$ cat src/rtl/counter_mod.sv
// counter_mod: parametrised modulo up/down counter with parallel load,
// enable prescaler and a registered one-clock terminal-count pulse.
//
// Optional feature macro: COUNTER_SATURATE_EN
//   defined   -> a blocked step (up at/above modulo, down at zero) clamps
//                instead of wrapping; tc still pulses on every such step.
//   undefined -> wrap-around counting; no saturation logic is built.
//
// Ports:
//   clock     rising-edge clock
//   areset_n  asynchronous active-low reset (count = RESET_VAL)
//   enable    count-qualifying cycle, feeds the prescaler
//   sreset    synchronous clear, highest priority
//   up_down   1 = up, 0 = down, sampled on each step
//   load      synchronous parallel load of min(load_val, modulo)
//   load_val  value to load
//   modulo    terminal value; range is 0..modulo inclusive
//   count     registered count
//   tc        registered terminal-count pulse, one clock wide
//   zero      combinational (count == 0)
module counter_mod #(
    parameter int unsigned BIT_SZ    = 16,
    parameter int unsigned PRESCALE  = 1,
    parameter int unsigned RESET_VAL = 0
) (
    input  logic              clock,
    input  logic              areset_n,
    input  logic              enable,
    input  logic              sreset,
    input  logic              up_down,
    input  logic              load,
    input  logic [BIT_SZ-1:0] load_val,
    input  logic [BIT_SZ-1:0] modulo,
    output logic [BIT_SZ-1:0] count,
    output logic              tc,
    output logic              zero
);

    localparam int unsigned       PRE_W    = (PRESCALE > 1) ? $clog2(PRESCALE) : 1;
    localparam logic [PRE_W-1:0]  PRE_LAST = PRE_W'(PRESCALE - 1);
    localparam logic [BIT_SZ-1:0] CNT_RST  = BIT_SZ'(RESET_VAL);

    logic [PRE_W-1:0]  pre_cnt;
    logic [PRE_W-1:0]  pre_nxt;
    logic [BIT_SZ-1:0] count_nxt;
    logic              tc_nxt;
    logic [BIT_SZ-1:0] load_clamped;
    logic              step;

    // Loads never place the count outside the 0..modulo range.
    assign load_clamped = (load_val > modulo) ? modulo : load_val;

    // Next-state: sreset > load > step > hold; tc defaults low so it is one clock wide.
    always_comb begin
        count_nxt = count;
        pre_nxt   = pre_cnt;
        tc_nxt    = 1'b0;
        step      = 1'b0;

        if (sreset) begin
            count_nxt = '0;
            pre_nxt   = '0;
        end else if (load) begin
            count_nxt = load_clamped;
            pre_nxt   = '0;
        end else if (enable) begin
            if (pre_cnt == PRE_LAST) begin
                pre_nxt = '0;
                step    = 1'b1;
            end else begin
                pre_nxt = pre_cnt + PRE_W'(1);
            end
        end

        if (step) begin
            if (up_down) begin
                // ">=" so a modulo lowered below the count ends the run at once.
                if (count >= modulo) begin
`ifdef COUNTER_SATURATE_EN
                    count_nxt = modulo;
`else
                    count_nxt = '0;
`endif
                    tc_nxt = 1'b1;
                end else begin
                    count_nxt = count + BIT_SZ'(1);
                end
            end else begin
                if (count == '0) begin
`ifdef COUNTER_SATURATE_EN
                    count_nxt = '0;
`else
                    count_nxt = modulo;
`endif
                    tc_nxt = 1'b1;
                end else begin
                    count_nxt = count - BIT_SZ'(1);
                end
            end
        end
    end

    // State registers.
    always_ff @(posedge clock or negedge areset_n) begin
        if (!areset_n) begin
            count   <= CNT_RST;
            pre_cnt <= '0;
            tc      <= 1'b0;
        end else begin
            count   <= count_nxt;
            pre_cnt <= pre_nxt;
            tc      <= tc_nxt;
        end
    end

    assign zero = (count == '0);

endmodule
$ cat config.mk
export PLATFORM = sky130hd
export DESIGN_NAME = counter_mod
export DESIGN_NICKNAME = d
export VERILOG_FILES = /design/src/rtl/counter_mod.sv
export SDC_FILE = /design/constraint.sdc
export NUM_CORES = 1
export LEC_CHECK = 0
export ABC_AREA = 1
export CAP_MARGIN = 0
export CORE_MARGIN = 3
export CORE_UTILIZATION = 30
export DETAILED_ROUTE_END_ITERATION = 16
export GPL_TIMING_DRIVEN = 0
export PLACE_DENSITY = 0.52
export REMOVE_ABC_BUFFERS = 1
export SYNTH_ARGS = -nofsm -noshare
export SYNTH_HDL_FRONTEND = slang
export SYNTH_SLANG_ARGS = --single-unit
$ cat constraint.sdc
create_clock -name clock -period 4.7 [get_ports clock]
set_clock_uncertainty 0.05 [all_clocks]
set_input_delay 0.705 -clock clock [delete_from_list [all_inputs] [get_ports clock]]
set_output_delay 0.705 -clock clock [all_outputs]
set_load 0.005 [all_outputs]
After elaboration in Yosys (flattened, before gate mapping) --
Index checks and enable logic that the tools add are counted.
Storage, ports and cells: memory bits (writable) 0, input port bits 38, word-level logic and storage cells 30, memories kept 0, register bits after elaboration 18, output and inout port bits 18, memory bits (read-only) 0, bits in latches 0
Operators by class: div/mod/pow operators 0, $mul 0, bitwise operators 0, add/subtract/negate cells 3, shift-type cells 0, eq/ne operators 0, order comparisons 2, reduce and logical (&&, ||, !) cells 3, muxes and demuxes 19
Operators with widths (count):
- $mux W16 | 7
- $add A16 B1 Y16 const B | 1
- $ge A16 B16 Y1 | 1
- $gt A16 B16 Y1 | 1
- $logic_not A16 Y1 | 1
- $sub A16 B1 Y16 const B | 1
- $mux W1 | 12
- $reduce_bool A3 Y1 | 2
- $add A1 B1 Y1 const B | 1

Longest topological paths before layout --
Gate-level depths: netlist of run 1.
word-level depth 5, depth in mapped cells 17, gate-level depth less buffers 17

Worst setup path after synthesis of run 1 --
OpenSTA, ideal clock, no wires.
path type in2reg, start input modulo[15], end register count[13], buffers on the path 1, stages 10, setup time 120 ps, data required time 4530 ps, path slack 2422 ps, data arrival time 2108 ps, cells stage by stage inv_1 > ha_1 > nand2_1 > nor3_1 > nand3_1 > nand2_2 > buf_2 > nand2_1 > nand3_1 > a21oi_2
On the way: cells in the longest elaborated chain, start to end 5, elaborated cells on any way between the ends 8, those cells by class order compare: 2; mux: 6
Ends and longest elaborated chain:
- start, declared | line 33 | input logic [BIT_SZ-1:0] modulo,
- $gt A16 B16 Y1 | line 51 | assign load_clamped = (load_val > modulo) ? modulo : load_val;
- $mux W16 | line 51
- $mux W16 | line 63 | end else if (load) begin
- $mux W16 | line 60 | if (sreset) begin
- $mux W16 (*) | line 75 | if (step) begin
- end signal, assigned | line 110 | count <= count_nxt;
- end, declared | line 34 | output logic [BIT_SZ-1:0] count,
Mark *: on every way between the ends. The rest lies on a longest branch, timed or not. The select of a mux whose other input is x is not followed. A chain may end at the register's enable or synchronous reset.

Final worst setup path of run 1 --
start input modulo[11], end register count[14]
Same word-level chain as after synthesis.

==> qor.csv, run 1 <==
stage,metric,value,unit
finish,Multi-input gate area,2200,µm²
cts,clock-pin slew on the worst setup and hold paths,70,ps
critical_path,critical path class,in -> reg,
drt,detailed-route DRC error count,0,
cts,CTS resizes,0,
synthesis,post-synth top area share,17.2,%
global_routing,vias in the first global route,3139,
drt,Detailed Route Iter0 Violations,187,
critical_path,CP most frequent cell,nand2_1,
timing,Final period util,69.1,%
flow_run,Max-cap violations,0,
cts,CTS max path bufs,2,
drt,wire length per cell,13.9,µm
cts,root buffer cell,clkbuf_8,
finish,nets,621,
timing,actual slew at the worst max-slew pin,984,ps
cts,CTS tree,yes,
drt,final wirelength,9370,µm
power,Final Power,0.734,mW
critical_path,arrival time worst endpoint,3350,ps
global_routing,first-pass GRT wire length,15500,µm
timing,Rel. slew slack,34.1,%
global_routing,initial antenna violation count,0,
synthesis,leading area contributor after synthesis,nand2_1,
timing,Tmin final,3250,ps
synthesis,Mapped Avg Cell Area,5.95,µm²
finish,share of layout cells above drive strength 1,6.76,%
critical_path,crit end category,flip-flop,
die,die area,11200,µm²
finish,final instance area,3670,µm²
die,# IOs,56,
die,chip width,106,µm
finish,Area Growth Syn to Fin,22.6,%
finish,Fill cells,1055,
cts,cts bufs inserted,3,
timing,final hold violation count,0,
hold_path,hold path cells,2,
power,pwr dens,200,nW/µm²
placement,placer congestion estimate,0.870,
drt,vias per cell,4.88,
drt,Antenna Nets Post-Route,0,
global_routing,pin count of the biggest net entering global routing,26,
synthesis,cells after synthesis,503,
cts,worst skew pair latency,260,ps
critical_path,Crit-path slowest cell,nand3_1,
critical_path,CP Data Required Time,4800,ps
cts,Post-CTS Setup Bufs,0,
timing,"Slew Viols, Final",0,
critical_path,cell depth of the worst flop-to-flop path,11,
timing,unrepaired setup endpoints after global routing,false,
synthesis,Yosys reg bits,17,
placement,HPWL after detailed placement,7800,µm
synthesis,"Distinct cells, synth",32,
synthesis,register area share after synthesis,14.2,%
die,site row count,35,
cts,H-tree levels,1,
global_routing,Congestion Overflow GR,0,
placement,cell area after placement,3620,µm²
finish,diodes inserted,0,
die,Die Ht,106,µm
power,Max VDD drop,0.0884,mV
critical_path,crit-path cells,clkdlybuf4s50_1 -> inv_1 -> ha_1 -> nand4_1 -> nor3_1 -> nand3_1 -> nand2_2 -> nand2_1 -> nand3_1 -> nand2_1 -> nand2_1 -> nand2_1,
cts,clk sink count,17,
critical_path,slowest cell delay on critical path,520,ps
die,Initial Utilization,31.6,%
drt,vias,3302,
synthesis,synth top area cells,"nand2_1, ha_1, dfrtp_1",
cts,# hold bufs at CTS,0,
placement,number of port buffers,55,
critical_path,CP max FO,17,
timing,final setup TNS,0,ps
critical_path,CP startpoint kind,input port,
hold_path,Hold WC Path Type,reg -> reg,
synthesis,cell area after synthesis,2990,µm²
die,Core ar.,9460,µm²
outcome,status,"complete, no violations",
power,Leak,1.86,nW
timing,Max Freq,308,MHz
finish,register area,425,µm²
global_routing,Overall Global Routing Usage,16.8,%
drt,DRT Pass-1 Iters,4,
timing,Setup-failing EPs final,0,
synthesis,Syn. warnings,0,
-- sequential cells by signal, summed over array words and instances, names as in the netlist --
signal,count
tc,1
count,16
-- layout by cell type, fill, tap and decap left out --
cell,instances
o21a_1,1
o31ai_1,1
nand3_1,76
nor3_1,5
xnor2_1,1
clkinv_2,1
dfrtp_1,17
nor2_1,38
nand3_2,6
xor2_1,7
a21oi_1,24
nand4_1,16
nand3_4,1
nor4_1,1
o21ai_1,3
a21oi_2,2
ha_1,35
clkbuf_8,3
nand2_2,4
clkdlybuf4s50_1,55
o21ai_0,15
and3_1,1
inv_2,3
o211ai_2,2
nand2_1,137
or2_2,2
nor2_2,9
o211ai_1,5
nor3_2,1
inv_1,72
nor2_4,3
-- report_power, final --
part	switching [mW]	total [mW]	internal (mW)
clock network	0.0571	0.116	0.0591
logic	0.225	0.399	0.174
registers	0.0546	0.219	0.164
-- worst max-delay path: cells and delay by family --
kind                     cells  cell delay (ps)
buffers and inverters        2              560
adder cells (fa/ha/maj)      1              340
AND/OR/NAND/NOR              9             1750
-- synth_stat cells, drive strengths merged --
cell type and number:
a21oi 26, and3 1, buf 12, clkbuf 3, dfrtp 17, ha 35
inv 75, nand2 141, nand3 83, nand4 16, nor2 50, nor3 6
nor4 1, o211ai 7, o21a 1, o21ai 18, o31ai 1, or2 2
xnor2 1, xor2 7
-- final cells by class --
class / instances / area share (%)
flip-flops and latches: 17 / 11.6
inverters: 75 / 7.67
clock buffers: 3 / 1.13
well taps: 129 / 4.40
clock inverters: 1 / 0.136
multi-input cells: 396 / 60.1
repair buffers: 55 / 15.0
-- stage by stage --
step	util (%)	cells	hold slack, ps	setup WS (ps)
4_1_cts	38.8	676	567	1390
2_1_floorplan	-	488	359	2220
3_5_place_dp	38.3	672	548	1110
6_report	38.8	676	551	1450
3_3_place_gp	38.3	672	543	1170
5_1_grt	38.8	676	598	1210
-- cell families (layout without fill, tap and decap cells) --
family / count (synthesis) / in the layout / synth area share [%]
simple gates: 300 / 300 / 46.4
buf+inv: 90 / 134 / 12.2
compound gates: 53 / 53 / 10.2
fa+ha+maj: 35 / 35 / 14.6
flops: 17 / 17 / 14.2
xor+xnor: 8 / 8 / 2.34
-- routing by layer --
| layer | part of all wire, % | vias to the layer above | GRT usage, % |
|---|---|---|---|
| met2 | 45 | 76 | 27.6 |
| met3 | 4.4 | 14 | 0.735 |
| li1 | - | 1736 | - |
| met1 | 49 | 1476 | 23.8 |
| met5 | 0 | - | 0 |
| met4 | 2.0 | 0 | 5.18 |
-- final timing paths --
kind,startpoint,end,slack (ps)
min,count[0],count[0],550
min in group asynchronous,areset_n,count[15],870
max reg2reg,count[0],count[9],2250
max in group asynchronous,areset_n,count[7],3220
max,modulo[11],count[14],1450
min reg2reg,count[0],count[0],550
Power figures use the tool's default switching activity.
==> run 2: changes to the inputs <==
--- a/config.mk
+++ b/config.mk
@@ -11,7 +11,7 @@
 export CORE_UTILIZATION = 30
 export DETAILED_ROUTE_END_ITERATION = 16
 export GPL_TIMING_DRIVEN = 0
-export PLACE_DENSITY = 0.52
+export PLACE_DENSITY = 0.54
 export REMOVE_ABC_BUFFERS = 1
 export SYNTH_ARGS = -nofsm -noshare
 export SYNTH_HDL_FRONTEND = slang
==> constraint.sdc (replaced) <==
create_clock -name clock -period 2.9 [get_ports clock]
set_clock_uncertainty 0.05 [all_clocks]
set_input_delay 0.435 -clock clock [delete_from_list [all_inputs] [get_ports clock]]
set_output_delay 0.435 -clock clock [all_outputs]
set_load 0.005 [all_outputs]
==> qor.csv, run 2 (synthesized netlist as in run 1, its figures left out) <==
stage,metric,value,unit,change
timing,Setup-failing EPs final,0,,unchanged
drt,final wirelength,9370,µm,about the same
timing,final hold violation count,0,,unchanged
cts,CTS resizes,2,,+2
finish,Area Growth Syn to Fin,23.5,%,
die,# IOs,56,,unchanged
finish,"commonest non-fill, non-tap cell in the layout",nand2_1,,
drt,wire length per cell,13.9,µm,about the same
timing,"Slew Viols, Final",0,,unchanged
finish,max reg flops,16,,unchanged
die,chip width,106,µm,unchanged
global_routing,Congestion Overflow GR,0,,unchanged
cts,worst skew pair latency,250,ps,about the same
critical_path,worst reg2reg setup slack,440,ps,-1810 ps
hold_path,hold path endpoint,count[0],,
timing,actual slew at the worst max-slew pin,985,ps,+0.349 ps
power,Leak,1.86,nW,about the same
die,Die Ht,106,µm,unchanged
hold_path,hold path cells,2,,unchanged
global_routing,first-pass GRT wire length,15600,µm,+0.26%
timing,Final period util,92.0,%,
finish,final instance area,3700,µm²,+0.75%
hold_path,Hold WC Path Type,reg -> reg,,
cts,Post-CTS Setup Bufs,0,,unchanged
drt,detailed-route DRC error count,0,,unchanged
cts,root buffer cell,clkbuf_8,,
finish,share of layout cells above drive strength 1,7.50,%,+0.73 points
global_routing,initial antenna violation count,0,,unchanged
critical_path,CP startpoint kind,input port,,
cts,clk sink count,17,,unchanged
timing,Rel. slew slack,34.1,%,about the same
drt,vias,3299,,-0.091%
critical_path,CP most frequent cell,nand2_1,,
finish,nets,621,,unchanged
cts,clock-pin slew on the worst setup and hold paths,70,ps,about the same
placement,cell area after placement,3620,µm²,unchanged
critical_path,crit end category,flip-flop,,
critical_path,critical path class,in -> reg,,
flow_run,Max-cap violations,0,,unchanged
placement,placer congestion estimate,0.869,,-0.15%
cts,H-tree levels,1,,unchanged
placement,HPWL after detailed placement,7740,µm,-0.84%
cts,cts bufs inserted,3,,unchanged
die,Core ar.,9460,µm²,unchanged
placement,dpl cells,672,,unchanged
critical_path,Crit-path slowest cell,clkdlybuf4s50_1,,
die,die area,11200,µm²,unchanged
placement,number of port buffers,55,,unchanged
finish,Fill cells,1092,,+3.5%
critical_path,crit-path cells,clkdlybuf4s50_1 -> inv_1 -> ha_1 -> nand2_1 -> nor2_1 -> nand2_1 -> nand2_1 -> nand2_1 -> nand2_4 -> nand2_2 -> nand2_1 -> nand3_1 -> nand2_1 -> nand2_1 -> nand2_1,,
cts,# hold bufs at CTS,0,,unchanged
outcome,status,"complete, no violations",,
timing,final setup TNS,0,ps,unchanged
global_routing,Overall Global Routing Usage,16.8,%,about the same
drt,Detailed Route Iter0 Violations,200,,+7.0%
die,Initial Utilization,31.6,%,unchanged
cts,CTS max path bufs,2,,unchanged
drt,Antenna Nets Post-Route,0,,unchanged
finish,Biggest register,count,,
timing,Max Freq,375,MHz,
timing,Tmin final,2670,ps,
critical_path,CP max FO,17,,unchanged
global_routing,pin count of the biggest net entering global routing,26,,unchanged
critical_path,CP Data Required Time,3050,ps,-1750 ps
cts,CTS tree,yes,,
hold_path,HP Start,count[0],,
critical_path,arrival time worst endpoint,2820,ps,-530 ps
power,Final Power,1.19,mW,+63%
power,pwr dens,323,nW/µm²,+61%
drt,DRT Pass-1 Iters,4,,unchanged
drt,vias per cell,4.88,,about the same
finish,Largest regs,"count (16), tc (1)",,
finish,final instance count without filler cells,676,,unchanged
power,Max VDD drop,0.137,mV,+55%
finish,diodes inserted,0,,unchanged
critical_path,r2r endpoint,count[13],,
finish,most frequent cells in the layout,"nand2_1, nand3_1, inv_1, clkdlybuf4s50_1, nor2_1",,
die,site row count,35,,unchanged
global_routing,vias in the first global route,3171,,+1.0%
critical_path,cell depth of the worst flop-to-flop path,11,,unchanged
critical_path,FF-to-FF Start,count[0],,
timing,unrepaired setup endpoints after global routing,false,,
critical_path,slowest cell delay on critical path,540,ps,+20 ps
==> run 2: power breakdown <==
part | internal, mW | total, mW | switching [mW]
Sequential | 0.266 | 0.354 | 0.0877
Clock | 0.0955 | 0.186 | 0.0906
Combinational | 0.283 | 0.653 | 0.370
==> run 2: per-layer routing <==
layer  global-route usage (%)  part of all wire [%]  routed length [µm]  vias to the layer above
met5                        0                     0                   0                        -
met4                     3.98                  0.96                  90                        0
met3                     1.04                   3.8                 353                        6
met2                     27.3                    46                4270                       72
met1                     24.4                    50                4660                     1486
li1                         -                     -                   -                     1735
==> run 2: critical path: cells and delay by family <==
family	cells	cell delay (ps)
adders and majority gates	1	300
and+or+nand+nor	12	1410
buffers and inverters	2	650
==> run 2: worst max-delay path by stage <==
stage | start | to | slack [ps]
after global routing | enable | count[0] | 10
after detailed placement | modulo[14] | count[14] | -380
after global placement | modulo[11] | count[0] | -340
final | modulo[7] | count[15] | 230
after CTS | modulo[14] | count[14] | 100
after floorplan | modulo[15] | count[0] | 690
==> run 2: layout make-up <==
class	count	area [µm²]	area share (%)
inverter	75	282	7.62
multi-input combinational	396	2230	60.4
tap	129	161	4.37
clock buffer	3	41.3	1.12
sequential	17	425	11.5
clock inverter	1	5.00	0.135
timing repair buffer	55	551	14.9
==> run 2: per-stage QoR <==
| step | utilization [%] | hold slack, ps | setup WS (ps) |
|---|---|---|---|
| 2_1_floorplan | - | 89.4 | 693 |
| 3_3_place_gp | 38.3 | 537 | -341 |
| 3_5_place_dp | 38.3 | 545 | -380 |
| 4_1_cts | 38.9 | 563 | 102 |
| 5_1_grt | 39.1 | 601 | 14.2 |
| 6_report | 39.1 | 566 | 231 |
==> run 3: changes to the inputs <==
--- a/config.mk
+++ b/config.mk
@@ -6,7 +6,6 @@
 export NUM_CORES = 1
 export LEC_CHECK = 0
 export ABC_AREA = 1
-export CAP_MARGIN = 0
 export CORE_MARGIN = 3
 export CORE_UTILIZATION = 30
 export DETAILED_ROUTE_END_ITERATION = 16
==> results of run 3 <==
The final DEF is identical to that of run 2; final timing and power are the same.
